**config.mk**
```make
export PLATFORM = sky130hd
export DESIGN_NAME = cordic_mult_scheduler
export DESIGN_NICKNAME = d
export VERILOG_FILES = /design/src/rtl/cordic_mult_scheduler.sv
export SDC_FILE = /design/constraint.sdc
export NUM_CORES = 2
export LEC_CHECK = 0
export CAP_MARGIN = 0
export CORE_ASPECT_RATIO = 1.2
export CORE_MARGIN = 5
export CORE_UTILIZATION = 64
export CTS_CLUSTER_SIZE = 30
export DETAILED_ROUTE_END_ITERATION = 7
export GPL_TIMING_DRIVEN = 1
export PLACE_DENSITY = 0.82
export SLEW_MARGIN = 20
export SYNTH_ARGS = -nofsm -noshare
export SYNTH_HDL_FRONTEND = slang
export SYNTH_SLANG_ARGS = --single-unit
```
**constraint.sdc**
```tcl
create_clock -name clk -period 10.3 [get_ports clk]
set_clock_uncertainty 0.15 [all_clocks]
set_input_delay 3.09 -clock clk [delete_from_list [all_inputs] [get_ports clk]]
set_output_delay 3.09 -clock clk [all_outputs]
set_load 0.01 [all_outputs]
```
**src/rtl/cordic_mult_scheduler.sv**
```systemverilog
// Round-robin shared signed Q multiplier (optional negate, >>>FRAC_SIZE); `SAT_EN selects saturation over wrap.
// Latency: result valid MUL_STAGES cycles after acceptance, one result per cycle when streaming.
// Backpressure: res_ready low stalls every stage globally and forces req_ready to zero.
module cordic_mult_scheduler #(
  parameter int INT_SIZE   = 16,
  parameter int FRAC_SIZE  = 16,
  parameter int N_REQ      = 2,
  parameter int MUL_STAGES = 2,
  localparam int DW        = INT_SIZE + FRAC_SIZE,
  localparam int ID_W      = (N_REQ > 1) ? $clog2(N_REQ) : 1
) (
  input  logic                clk,
  input  logic                rst,
  input  logic [N_REQ-1:0]    req_valid,
  output logic [N_REQ-1:0]    req_ready,
  input  logic [N_REQ*DW-1:0] req_a,
  input  logic [N_REQ*DW-1:0] req_b,
  input  logic [N_REQ-1:0]    req_neg,
  output logic                res_valid,
  input  logic                res_ready,
  output logic [ID_W-1:0]     res_id,
  output logic [DW-1:0]       res_data,
  output logic                busy
);

  logic            adv;
  logic            found;
  logic            accept;
  logic [ID_W-1:0] gnt_idx;
  logic [ID_W-1:0] ptr;
  logic [N_REQ-1:0] gnt_oh;
  logic [DW-1:0]   sel_a;
  logic [DW-1:0]   sel_b;
  logic            sel_neg;

  // operand stage
  logic                   s0_vld;
  logic [ID_W-1:0]        s0_id;
  logic signed [DW-1:0]   s0_a;
  logic signed [DW-1:0]   s0_b;
  logic                   s0_neg;

  // result delay chain; the last entry is the output register
  logic [MUL_STAGES-1:0]  st_vld;
  logic [ID_W-1:0]        st_id  [MUL_STAGES];
  logic [DW-1:0]          st_dat [MUL_STAGES];

  logic signed [2*DW-1:0] prod;
  logic signed [2*DW-1:0] prod_n;
  logic signed [2*DW-1:0] shifted;
  logic [DW-1:0]          mul_res;

  assign adv = !res_valid || res_ready;

  // Scan offsets from farthest to nearest so the nearest valid requester after ptr wins.
  always_comb begin
    found   = 1'b0;
    gnt_idx = '0;
    for (int off = N_REQ; off >= 1; off--) begin
      for (int i = 0; i < N_REQ; i++) begin
        if (req_valid[i] && (((int'(ptr) + off) % N_REQ) == i)) begin
          found   = 1'b1;
          gnt_idx = ID_W'(i);
        end
      end
    end
  end

  assign accept = adv && found && !rst;

  always_comb begin
    gnt_oh  = '0;
    sel_a   = '0;
    sel_b   = '0;
    sel_neg = 1'b0;
    for (int i = 0; i < N_REQ; i++) begin
      if (accept && (gnt_idx == ID_W'(i))) begin
        gnt_oh[i] = 1'b1;
        sel_a     = req_a[i*DW +: DW];
        sel_b     = req_b[i*DW +: DW];
        sel_neg   = req_neg[i];
      end
    end
  end

  assign req_ready = gnt_oh;

  always_ff @(posedge clk or posedge rst) begin
    if (rst) begin
      ptr    <= ID_W'(N_REQ - 1);
      s0_vld <= 1'b0;
      s0_id  <= '0;
      s0_a   <= '0;
      s0_b   <= '0;
      s0_neg <= 1'b0;
    end else begin
      if (accept) begin
        ptr <= gnt_idx;
      end
      if (adv) begin
        s0_vld <= accept;
        if (accept) begin
          s0_id  <= gnt_idx;
          s0_a   <= sel_a;
          s0_b   <= sel_b;
          s0_neg <= sel_neg;
        end
      end
    end
  end

  // Full-width signed product; min*min still fits, so negation never overflows.
  assign prod    = (2*DW)'(s0_a) * (2*DW)'(s0_b);
  assign prod_n  = s0_neg ? -prod : prod;
  assign shifted = prod_n >>> FRAC_SIZE;

`ifdef SAT_EN
  always_comb begin
    mul_res = shifted[DW-1:0];
    if (!((&shifted[2*DW-1:DW-1]) || !(|shifted[2*DW-1:DW-1]))) begin
      mul_res = shifted[2*DW-1] ? {1'b1, {(DW-1){1'b0}}} : {1'b0, {(DW-1){1'b1}}};
    end
  end
`else
  logic unused_hi;
  assign unused_hi = ^shifted[2*DW-1:DW];
  assign mul_res   = shifted[DW-1:0];
`endif

  always_ff @(posedge clk or posedge rst) begin
    if (rst) begin
      st_vld <= '0;
      for (int s = 0; s < MUL_STAGES; s++) begin
        st_id[s]  <= '0;
        st_dat[s] <= '0;
      end
    end else if (adv) begin
      st_vld[0] <= s0_vld;
      st_id[0]  <= s0_id;
      st_dat[0] <= mul_res;
      for (int s = 1; s < MUL_STAGES; s++) begin
        st_vld[s] <= st_vld[s-1];
        st_id[s]  <= st_id[s-1];
        st_dat[s] <= st_dat[s-1];
      end
    end
  end

  assign res_valid = st_vld[MUL_STAGES-1];
  assign res_id    = st_id[MUL_STAGES-1];
  assign res_data  = st_dat[MUL_STAGES-1];
  assign busy      = s0_vld || (|st_vld);

endmodule

```
==> qor.yml <==
outcome: "finished clean"
port_buffers: 171
coreArea_um2: 55900
synth_edf_count: 0
synth_area_leaders: "fa_1 (47%), dfrtp_1 (9.4%), inv_1 (8.3%)"
route.met3.wl_um: 6460
dr.first_iter.drc_count: 2008
path_clk_slew_ns: 0.07
final_cells: 4622
routed_wl_um: 96900
finalCriticalPeriod_ns: 9.58
worst_setup_path_start_kind: "register"
gr-total-overflow: 0
synth_nets: 5023
clockBufferDepth: 2
critPathSlowestCell: "dfrtp_1"
synthFlopType: "dfrtp_1"
hp-class: "register to register"
drive_gt1_share_pct: 4.49
ys_ff_latch: 136
cts_inserted_buffers: 17
yosysSeqAreaShare_pct: 9.46
syn_to_final_growth_pct: 7.41
ios: 172
start_util_pct: 64.4
ant_nets: 0
cpPeakStageDelay_ns: 1.18
synth_area_um2: 36000
grt_pass1_vias: 30052
fp.dieH_um: 270
cts_num_sinks: 136
diodes: 0
critPathCaptureType: "register"
regArea_um2: 3410
tightest_slew_ns: 1.26
cts_root_buf: "clkbuf_16"
synthCells: 3882
rsz0062_at_grt: "false"
r2r_cells: 25
pre_cts_ws_ns: 0.785
finalSetupTns_ns: 0
antenna_found_initial: 0
postSynth.asyncResetShare_pct: 100
final-hold-violation-count: 0
rrSetupSlack_ns: 0.72
grt_first_pass_wirelength_um: 156000
drc: 0
dpl.cell_count: 4591
fillers: 4172
first_pass_iters: 6
wl_met1_um: 31000
synth_top_area_share_pct: 46.7
cp.depth: 25
ys.warnings.count: 0
place_hpwl_um: 77300
fin_ws_ns: 0.716
avgSynthCellArea_um2: 9.27
fin_nets: 5024
worstPathRequired_ns: 10.50
fmax_mhz: 104
multi_input_area_um2: 28500
layout_worst_path_cycle_share_pct: 93.0
path_class: "register to register"
vias_per_cell: 5.84
path_buf_inv: 3
met2_length_um: 50100
drv_slew: 0
cpMostUsedCell: "fa_1"
dr_total_vias: 26998
clk_latency_ns: 0.49
dieArea_um2: 61100
path_max_fanout: 25
synth.most_common_cell: "fa_1"
synth.top_cells.by_count: "fa_1 (839), inv_1 (792), nand2_1 (636)"
grt_max_degree: 101
maxCapViolCount: 0
track_usage_pct: 33.0
arrival_ns: 9.79
cts-htree-levels: 4
yosys.area.top_type: "fa_1"
maxUsedRoutingLayer: "met4"
die_w_um: 226
setup_viol: 0
cts_resized: 0
post-cts-setup-buffers: 0
whs_path_depth: 1
cts_hold_buf: 0
cts_tree: "built"
row_count: 95
path_delay_family: "adder cells"
wl_per_cell_um: 21.0
synthDistinctLibCells: 79
slew-limit-headroom_pct: 16.1
gp_congestion: 0.950
## layout by cell type (no fill, tap or decap), drive strengths merged, types with 12 or more instances in the layout
cell type	netlist	layout
a21oi	52	52
mux2	37	37
nor3	14	14
nor2b	12	12
nor2	39	39
a21o	25	25
dfrtp	135	135
buf	43	69
nand3	15	15
nand2	637	637
fa	839	839
o21ai	138	138
xnor2	68	68
and2	404	404
clkdlybuf4s50	0	171
mux2i	67	67
inv	792	799
ha	167	167
xor2	35	35
clkbuf	215	19
## metal layers
metal | vias up | global-route usage [%]
li1 | 11416 | -
met1 | 13659 | 36.2
met2 | 1399 | 57.0
met3 | 524 | 5.17
met4 | 0 | 24.7
met5 | - | 0
## logic make-up (layout without fill, tap and decap cells)
family	Yosys count	count (layout)	share of synthesized area (%)
buffers and inverters	1051	1064	11.3
AO/OA/AOI/OAI	304	304	5.32
flip-flops	136	136	9.46
XOR/XNOR	103	103	2.51
AND/OR/NAND/NOR	1178	1178	15.9
adder cells (fa/ha/maj)	1006	1006	52.5
multiplexers	104	104	3.02
## worst reg2reg max path, delay by kind of cell (launching register included)
kind / cells / cell delay [ns]
XOR/XNOR: 1 / 0.14
buffers and inverters: 3 / 0.18
flip-flops: 1 / 1.18
AO/OA/AOI/OAI: 6 / 1.48
adder cells (fa/ha/maj): 9 / 4.40
multiplexers: 1 / 0.26
AND/OR/NAND/NOR: 5 / 1.68
## layout make-up
cell class | count | share of cell area [%]
Tap cell | 727 | 2.35
Clock inverter | 12 | 0.337
Inverter | 793 | 7.71
Multi-Input combinational cell | 2695 | 73.8
Clock buffer | 19 | 1.17
Sequential cell | 136 | 8.82
Timing Repair Buffer | 240 | 5.77
## worst paths after layout
check,from,end
max,s0_b[17],st_dat[62]
min,st_vld[0],st_vld[1]
max reg2reg,s0_b[17],st_dat[62]
min reg2reg,st_vld[0],st_vld[1]
max in group asynchronous,rst,s0_b[19]
min in group asynchronous,rst,s0_neg
## flip-flops by register name (all words and copies together) (netlist names)
register / cells
s0_a: 32
ptr: 1
s0_neg: 1
st_id: 1
s0_id: 1
st_vld: 2
res_id: 1
res_data: 32
s0_vld: 1
st_dat: 32
s0_b: 32
## per-stage QoR
step / utilization, % / cell area, um2 / hold slack, ns
after floorplan: - / 36000 / 0.296
final: 69.2 / 38600 / 0.325
after global placement: 68.1 / 38100 / 0.312
after CTS: 69.2 / 38600 / 0.324
after global routing: 69.2 / 38600 / 0.349
after detailed placement: 68.1 / 38100 / 0.321
Power is left out: the tool's default activity adds up to more than one toggle a clock period on the data nets, which glitch-free logic cannot reach.
